===== src/rtl/dpu_engine_pkg.sv =====
// Shared types and constants for the DPU pixel engine and its requantizer.
package dpu_engine_pkg;

    typedef enum logic [1:0] {
        ACT_LINEAR = 2'd0,
        ACT_RELU   = 2'd1,
        ACT_LEAKY  = 2'd2
    } act_mode_t;

    typedef enum logic [2:0] {
        S_IDLE     = 3'd0,
        S_ACCUM    = 3'd1,
        S_BIAS_ACT = 3'd2,
        S_REQ      = 3'd3,
        S_OUT      = 3'd4
    } eng_state_t;

    localparam int unsigned LEAKY_SHIFT = 7;
    localparam int          RESULT_MIN  = -128;
    localparam int          RESULT_MAX  = 127;

endpackage


===== src/rtl/requant_sat.sv =====
// Combinational requantizer: act * scale (unsigned Q.SCALE_Q), round half-up,
// arithmetic shift, saturate to int8.
module requant_sat
    import dpu_engine_pkg::*;
#(
    parameter int unsigned ACC_W   = 32,
    parameter int unsigned SCALE_Q = 16
) (
    input  logic signed [ACC_W-1:0] act,
    input  logic [15:0]             scale,
    output logic signed [7:0]       result_c
);
    localparam int unsigned P_W = ACC_W + 17;
    localparam logic signed [P_W-1:0] HALF   = P_W'(1) << (SCALE_Q - 1);
    localparam logic signed [P_W-1:0] SAT_HI = P_W'(RESULT_MAX);
    localparam logic signed [P_W-1:0] SAT_LO = P_W'(RESULT_MIN);

    logic signed [P_W-1:0] act_ext;
    logic signed [P_W-1:0] scale_ext;
    logic signed [P_W-1:0] prod;
    logic signed [P_W-1:0] rounded;
    logic signed [P_W-1:0] shifted;

    // Scale is zero-extended so it always acts as a non-negative multiplier.
    always_comb begin
        act_ext   = $signed({{(P_W - ACC_W){act[ACC_W-1]}}, act});
        scale_ext = $signed({{(P_W - 16){1'b0}}, scale});
        prod      = act_ext * scale_ext;
        rounded   = prod + HALF;
        shifted   = rounded >>> SCALE_Q;
        if (shifted > SAT_HI) begin
            result_c = 8'(RESULT_MAX);
        end else if (shifted < SAT_LO) begin
            result_c = 8'(RESULT_MIN);
        end else begin
            result_c = 8'(shifted);
        end
    end

endmodule


===== src/rtl/conv_pixel_engine.sv =====
// Streaming int8 MAC engine: accumulates a runtime-length operand stream, then
// applies bias, activation and requantization to produce one int8 result.
module conv_pixel_engine
    import dpu_engine_pkg::*;
#(
    parameter int unsigned  MACS_MAX  = 1152,
    parameter int unsigned  ACC_W     = 32,
    parameter int unsigned  SCALE_Q   = 16,
    parameter int unsigned  LEAKY_NUM = 13,
    localparam int unsigned LEN_W     = $clog2(MACS_MAX + 1)
) (
    input  logic                    clk,
    input  logic                    rst,
    input  logic                    start,
    input  logic [LEN_W-1:0]        mac_len,
    input  logic [1:0]              act_mode,
    input  logic signed [ACC_W-1:0] bias,
    input  logic [15:0]             scale,
    input  logic                    op_valid,
    output logic                    op_ready,
    input  logic signed [7:0]       act_in,
    input  logic signed [7:0]       w_in,
    output logic [LEN_W-1:0]        mac_index,
    output logic                    out_valid,
    input  logic                    out_ready,
    output logic signed [7:0]       result_int8,
    output logic                    busy
);
    localparam int unsigned PROD_W = 16;
    localparam int unsigned LK_W   = ACC_W + 9;
    localparam logic signed [LK_W-1:0] LEAKY_K = LK_W'(LEAKY_NUM);

    eng_state_t              state;
    logic [LEN_W-1:0]        len_q;
    logic [1:0]              mode_q;
    logic signed [ACC_W-1:0] bias_q;
    logic [15:0]             scale_q;
    logic signed [ACC_W-1:0] acc;
    logic signed [ACC_W-1:0] act_q;

    logic signed [PROD_W-1:0] prod_c;
    logic signed [ACC_W-1:0]  prod_ext_c;
    logic signed [ACC_W-1:0]  sum_c;
    logic signed [LK_W-1:0]   leaky_c;
    logic signed [ACC_W-1:0]  act_c;
    logic signed [7:0]        req_c;
    logic                     beat_c;
    logic                     last_beat_c;

    // Operand product, sign-extended into the wrapping accumulator.
    always_comb begin
        prod_c     = $signed({{8{act_in[7]}}, act_in}) * $signed({{8{w_in[7]}}, w_in});
        prod_ext_c = $signed({{(ACC_W - PROD_W){prod_c[PROD_W-1]}}, prod_c});
    end

    assign beat_c      = op_valid && op_ready;
    assign last_beat_c = (mac_index == len_q - LEN_W'(1));

    // Bias add wraps; leaky uses a widened product so the floor shift is exact.
    always_comb begin
        sum_c   = acc + bias_q;
        leaky_c = $signed({{(LK_W - ACC_W){sum_c[ACC_W-1]}}, sum_c}) * LEAKY_K;
        act_c   = sum_c;
        if (sum_c[ACC_W-1]) begin
            if (mode_q == ACT_RELU) begin
                act_c = '0;
            end else if (mode_q == ACT_LEAKY) begin
                act_c = ACC_W'(leaky_c >>> LEAKY_SHIFT);
            end
        end
    end

    requant_sat #(
        .ACC_W   (ACC_W),
        .SCALE_Q (SCALE_Q)
    ) u_requant (
        .act      (act_q),
        .scale    (scale_q),
        .result_c (req_c)
    );

    // Job sequencer; all handshake and status outputs are registered here.
    always_ff @(posedge clk or posedge rst) begin
        if (rst) begin
            state       <= S_IDLE;
            len_q       <= '0;
            mode_q      <= '0;
            bias_q      <= '0;
            scale_q     <= '0;
            acc         <= '0;
            act_q       <= '0;
            mac_index   <= '0;
            op_ready    <= 1'b0;
            out_valid   <= 1'b0;
            result_int8 <= '0;
            busy        <= 1'b0;
        end else begin
            case (state)
                S_IDLE: begin
                    if (start) begin
                        len_q     <= mac_len;
                        mode_q    <= act_mode;
                        bias_q    <= bias;
                        scale_q   <= scale;
                        acc       <= '0;
                        mac_index <= '0;
                        busy      <= 1'b1;
                        if (mac_len == '0) begin
                            state <= S_BIAS_ACT;
                        end else begin
                            state    <= S_ACCUM;
                            op_ready <= 1'b1;
                        end
                    end
                end
                S_ACCUM: begin
                    if (beat_c) begin
                        acc       <= acc + prod_ext_c;
                        mac_index <= mac_index + LEN_W'(1);
                        if (last_beat_c) begin
                            state    <= S_BIAS_ACT;
                            op_ready <= 1'b0;
                        end
                    end
                end
                S_BIAS_ACT: begin
                    act_q <= act_c;
                    state <= S_REQ;
                end
                S_REQ: begin
                    result_int8 <= req_c;
                    out_valid   <= 1'b1;
                    state       <= S_OUT;
                end
                S_OUT: begin
                    if (out_ready) begin
                        out_valid <= 1'b0;
                        busy      <= 1'b0;
                        state     <= S_IDLE;
                    end
                end
                default: begin
                    state     <= S_IDLE;
                    op_ready  <= 1'b0;
                    out_valid <= 1'b0;
                    busy      <= 1'b0;
                end
            endcase
        end
    end

endmodule


===== config.mk =====
export PLATFORM = sky130hd
export DESIGN_NAME = conv_pixel_engine
export DESIGN_NICKNAME = d
export VERILOG_FILES = /design/src/rtl/dpu_engine_pkg.sv /design/src/rtl/requant_sat.sv /design/src/rtl/conv_pixel_engine.sv
export SDC_FILE = /design/constraint.sdc
export NUM_CORES = 2
export LEC_CHECK = 0
export ABC_AREA = 0
export BUFFER_PORTS_ARGS = -buffer_cell sky130_fd_sc_hd__buf_2
export CORE_MARGIN = 2
export CORE_UTILIZATION = 25
export DETAILED_ROUTE_END_ITERATION = 8
export HOLD_SLACK_MARGIN = 0.08
export PLACE_DENSITY = 0.51
export SETUP_SLACK_MARGIN = 0.3
export SYNTH_ARGS = -nofsm -noshare
export SYNTH_HDL_FRONTEND = slang
export SYNTH_SLANG_ARGS = --single-unit

===== constraint.sdc =====
create_clock -name clk -period 11.6 [get_ports clk]
set_clock_uncertainty 0.1 [all_clocks]
set_input_delay 0.58 -clock clk [delete_from_list [all_inputs] [get_ports clk]]
set_output_delay 0.58 -clock clk [all_outputs]
set_load 0.005 [all_outputs]

# After elaboration in Yosys (flattened, before gate mapping)

Cells that the tools add are included.

Register bits: 150
Bits of input ports: 82
Output and inout bits: 22

$add $sub $neg: 5
Multipliers: 3
$lt $le $gt $ge: 2
Equal/unequal tests: 12
Multiplexer cells: 26
Bitwise gates (word level): 3
Reduce and logical (&&, ||, !) cells: 13

Operators with widths:

| cell                   | count |
|---|---|
| $mux 32                | 5 |
| $pmux 32 s2            | 1 |
| $add 49x17->49 const B | 1 |
| $mul 32x17->49         | 1 |
| $mul 32x5->37 const B  | 1 |
| $gt 33x8->1 const B    | 1 |
| $lt 33x8->1 const B    | 1 |
| $add 32x16->32         | 1 |
| $add 32x32->32         | 1 |
| $mux 11                | 2 |
| $pmux 11 s2            | 1 |
| $mul 8x8->16           | 1 |
| $mux 8                 | 2 |
| $pmux 3 s5             | 1 |
| $mux 3                 | 4 |
| $add 11x1->11 const B  | 1 |
| $eq 11x11->1           | 1 |
| $logic_not 11->1       | 1 |
| $sub 11x1->11 const B  | 1 |
| $ne 2x2->1 const B     | 5 |
| $pmux 1 s3             | 3 |
| $reduce_or 3->1        | 3 |
| $eq 3x2->1 const B     | 2 |
| $mux 1                 | 6 |
| other kinds (13)       | 17 |

# Depth between registers and ports, before layout

Depth after elaboration: 5
Depth in mapped cells: 29
Gate-level depth less buffers: 29

# By module

From an unflattened synthesis, not the netlist that was laid out.

Cells, all modules: 4145
Area total of the unflattened synthesis: 36317.3 um^2

By module, submodules not included:

| module            | times used | cells an instance | area each (um^2) | seq. area each (um^2) |
|---|---|---|---|---|
| requant_sat       | 1          | 2239              | 19531.2          | 0.0 |
| conv_pixel_engine | 1          | 1906              | 16786.1          | 3753.6 |

# Worst setup path after synthesis

Ideal clock, no wire load.

Kind: reg-to-reg
From: register act_q[23]
To: register result_int8[0]
Setup time: 121 ps
Arrival time: 7124 ps
Required time: 11379 ps
Path slack: 4255 ps
Stages on the path, launching flop included: 28
Period minus slack after synthesis: 7345 ps
Cell sequence: dfrtp_1 > clkbuf_1 > and2_1 > fa_1 > inv_1 > fa_1 > fa_1 > inv_1 > fa_1 > fa_1 > inv_1 > fa_1 > inv_1 > ha_1 > buf_6 > and4_1 > buf_2 > and2_1 > and4_1 > and3_1 > buf_6 > or4_4 > a311o_1 > a2111oi_2 > nand4b_1 > nor4_1 > nor2_1 > o22a_1

Cells in the longest elaborated chain, start to end: 5
Elaborated cells between the ends (all ways): 6
Those cells by class: 1 x add/sub; 1 x mul; 2 x order compare; 2 x mux

RTL lines:

| item                     | line                     | RTL |
|---|---|---|
| start: declaration       | conv_pixel_engine.sv:39  | `logic signed [ACC_W-1:0] act_q;` |
| start signal: assignment | conv_pixel_engine.sv:127 | `act_q <= act_c;` |
| $mul 32x17->49 *         | requant_sat.sv:28        | `prod = act_ext * scale_ext;` |
| $add 49x17->49 *         | requant_sat.sv:29        | `rounded = prod + HALF;` |
| $lt 33x8->1              | requant_sat.sv:33        | `end else if (shifted < SAT_LO) begin` |
| $mux 8                   | requant_sat.sv:33        |  |
| $mux 8 *                 | requant_sat.sv:31        | `if (shifted > SAT_HI) begin` |
| end signal: assignment   | conv_pixel_engine.sv:131 | `result_int8 <= req_c;` |
| end: declaration         | conv_pixel_engine.sv:26  | `output logic signed [7:0] result_int8,` |

Mark *: on every way between the ends. The rest lies on a longest branch, timed or not.
A chain may end at the register's enable or synchronous reset.

# Final worst setup path

From: register scale_q[1]
To: register result_int8[3]

Cells in the longest elaborated chain, start to end: 5
Elaborated cells between the ends (all ways): 6
Those cells by class: 1 x add/sub; 1 x mul; 2 x order compare; 2 x mux

RTL lines:

| item                     | line                     | RTL |
|---|---|---|
| start: declaration       | conv_pixel_engine.sv:37  | `logic [15:0] scale_q;` |
| start signal: assignment | conv_pixel_engine.sv:104 | `scale_q <= scale;` |
| $mul 32x17->49 *         | requant_sat.sv:28        |  |
| $add 49x17->49 *         | requant_sat.sv:29        |  |
| $lt 33x8->1              | requant_sat.sv:33        |  |
| $mux 8                   | requant_sat.sv:33        |  |
| $mux 8 *                 | requant_sat.sv:31        |  |

Marks and branches as above.

==> reports/results.txt <==
Max-slew headroom - 0.173
Iter 0 DRT Violations - 1412
Non-Filler Cell Area, Final - 0.0386 mm2
Port Buf Inserts - 103
Final antenna-violating net count - 0
DRC viols - 0
Critical Path RT - 11.94 ns
Crit Path Class - register to register
Nets - 5135
CP endpoint kind - register
Max Freq - 0.115 GHz
Mapped Avg Cell Area - 8.76 um2
Die width - 380 um
Status - finished clean
Post-Synthesis Net Count - 5120
I/O pin cnt - 104
Core region area - 0.141 mm2
Final setup margin - 2.88 ns
Share of cells above drive strength 1 - 0.0491
Row Count - 138
Post-DR vias/cell - 4.42
CTS tree - built
Largest net degree at the start of global routing - 65
Setup TNS - 0 ns
First-pass GRT wire length - 162000 um
Via count - 26.4k
Synth Cell Area - 0.0354 mm2
Vias in the first global route - 28.3k
Final Critical Period - 8.72 ns
Hold Vio Cnt, Final - 0
Dpl ws - 2.87 ns
Routed len/inst - 16.8 um
Clk sinks - 150
Area grow syn2layout - 9.10%
Initial antenna violation count - 8
Crit path launch type - register
Worst hold-check path type - input pin to register
Yosys warning count - 0
Initial cell density of the core - 0.251
Post-synthesis sequential element count - 150
Unique masters post-synth - 75
Tightest Pin Transition - 1.24 ns
Critical path data arrival time - 9.07 ns
Cells after synthesis - 4045
Root Driver - clkbuf_16
Detailed-route wire length - 100000 um
Die height - 380 um
Fin Hold WS - 0.185 ns
Final Max Slew Viols - 0
RSZ-0062 raised after global routing - no
GRT overflow - 0
Htree depth - 4
CTS Buf Count - 17
Worst-path clk slew - 0.10 ns
Ys async rst share - 1.00
Post-CTS resize count - 0
Clock Latency Late Sink - 0.49 ns
Max Cap Viol - 0
CTS max path bufs - 2
Post-synth top flop - dfrtp_1
Setup violators final - 0
GR Util All Layers - 0.143
Sequential-to-total area share from yosys stat - 0.106
Final Cycle Share - 0.752
EDFF count, synth - 0
DIE AREA - 0.145 mm2
Final RePlAce weighted congestion - 0.839
FILL cells - 15.2k
TritonRoute pass-1 iters - 5
Placed cell area - 0.0380 mm2
Max Fanout on Critical Path - 19
DPL Wire Length - 79900 um
## cells in the mapped netlist, types with 5 or more instances
library cell	instances	area, um2
and3_1	24	150
a31oi_1	14	87.6
o311a_1	5	50.1
nor2_1	122	458
or3_1	16	100
o31ai_1	20	150
o21bai_1	12	90.1
dfrtp_1	150	3750
a31o_2	5	43.8
a21o_1	39	293
o21ai_0	82	410
nand2_1	490	1840
and2_1	364	2280
clkbuf_1	126	473
xnor2_1	71	622
o21a_1	11	82.6
mux2i_1	6	60.1
ha_1	338	4230
or2_2	9	56.3
nand4_1	13	81.3
o311ai_0	6	52.6
nor2b_1	16	100
fa_1	655	13100
inv_1	969	3640
or4_1	5	37.5
nand3_1	76	380
nand4b_1	6	52.6
a211oi_1	16	120
a221oi_1	22	193
o211ai_1	13	97.6
nor4_1	19	119
buf_1	5	18.8
a311oi_1	11	96.3
o22a_1	10	87.6
a21oi_1	93	465
xor2_1	51	447
a21boi_0	7	52.6
nor3_1	52	260
nand2b_1	24	150
## routing by layer
metal	vias to the layer above	GRT usage	share of wire
met5	-	0	0.00062
met4	10	0.0290	0.018
met3	101	0.0325	0.063
met2	592	0.229	0.45
met1	13300	0.196	0.47
li1	12400	-	-
## critical path: stages (launching register included)
cell	delay [ns]
dfrtp_1	0.95
buf_4	0.36
and2_1	0.15
ha_1	0.38
fa_1	1.00
inv_1	0.30
fa_1	0.55
inv_1	0.05
fa_1	0.52
inv_1	0.05
fa_1	0.55
inv_1	0.09
ha_1	0.40
o21ai_0	0.12
o21bai_1	0.29
a211oi_1	0.17
o31ai_1	0.46
mux2_2	0.40
nor4_1	0.32
nand4_1	0.14
nor4_1	0.28
a41oi_1	0.42
nor4_1	0.43
o22a_1	0.17
## kinds of logic (layout without fill, tap and decap cells)
| group | after synthesis | in the layout | share of synthesized area |
|---|---|---|---|
| AOI/OAI and AO/OA | 408 | 408 | 0.0776 |
| DFF | 150 | 150 | 0.106 |
| and+or+nand+nor | 1255 | 1255 | 0.176 |
| buffers and inverters | 1109 | 1137 | 0.119 |
| xor gates and xnor gates | 122 | 122 | 0.0302 |
| other | 0 | 4 | 0 |
| adders and majority gates | 993 | 993 | 0.490 |
| muxes | 8 | 8 | 0.00233 |
## through the flow
step | util | cells
2_1_floorplan | - | 4045
3_3_place_gp | 0.269 | 5930
3_5_place_dp | 0.269 | 5930
4_1_cts | 0.274 | 5963
5_1_grt | 0.274 | 5963
6_report | 0.274 | 5967
## final cells by class
cell class / count / area (um2) / area share
multi-input cells: 2786 / 27500 / 0.712
flip-flops and latches: 150 / 3760 / 0.0972
inverters: 970 / 3650 / 0.0943
well taps: 1890 / 2360 / 0.0612
repair buffers: 135 / 758 / 0.0196
clock buffers: 17 / 425 / 0.0110
clock inverters: 15 / 189 / 0.00489
diodes: 4 / 10.0 / 0.000259
## state kept, by name (all words and copies together), names as in the netlist
name and count:
bias_q 32, mac_index 11, op_ready 1, acc 32, state 3, mode_q 2, result_int8 8, act_q 32
scale_q 16, busy 1, len_q 11, out_valid 1
## worst paths after layout
path / end / from / cells past startpoint / slack [ns]
max reg2reg: result_int8[3] / scale_q[1] / 23 / 2.88
max in group asynchronous: bias_q[17] / rst / 5 / 8.86
min reg2reg: scale_q[11] / scale_q[11] / 2 / 0.38
min in group asynchronous: scale_q[5] / rst / 3 / 0.59
min: bias_q[10] / bias[10] / 3 / 0.18
max: result_int8[3] / scale_q[1] / 23 / 2.88
## cell usage in the layout (no fill, tap or decap), types with 31 or more instances in the layout
master   instances
xnor2_1         71
fa_1           655
and2_1         363
dfrtp_1        148
a21oi_1         93
buf_2          103
nor3_1          51
o21ai_0         82
nand3_1         76
xor2_1          51
buf_4           31
inv_1          968
a21o_1          39
nor2_1         122
ha_1           338
nand2_1        488
## timing repair
item                                    CTS  global route
buffers inserted                          0             0
endpoints found under the setup margin    0             0
hold endpoints to repair                 27             0
hold buffers                              1             0
Power is left out: the tool's default activity adds up to more than one toggle a clock period on the data nets, which glitch-free logic cannot reach.
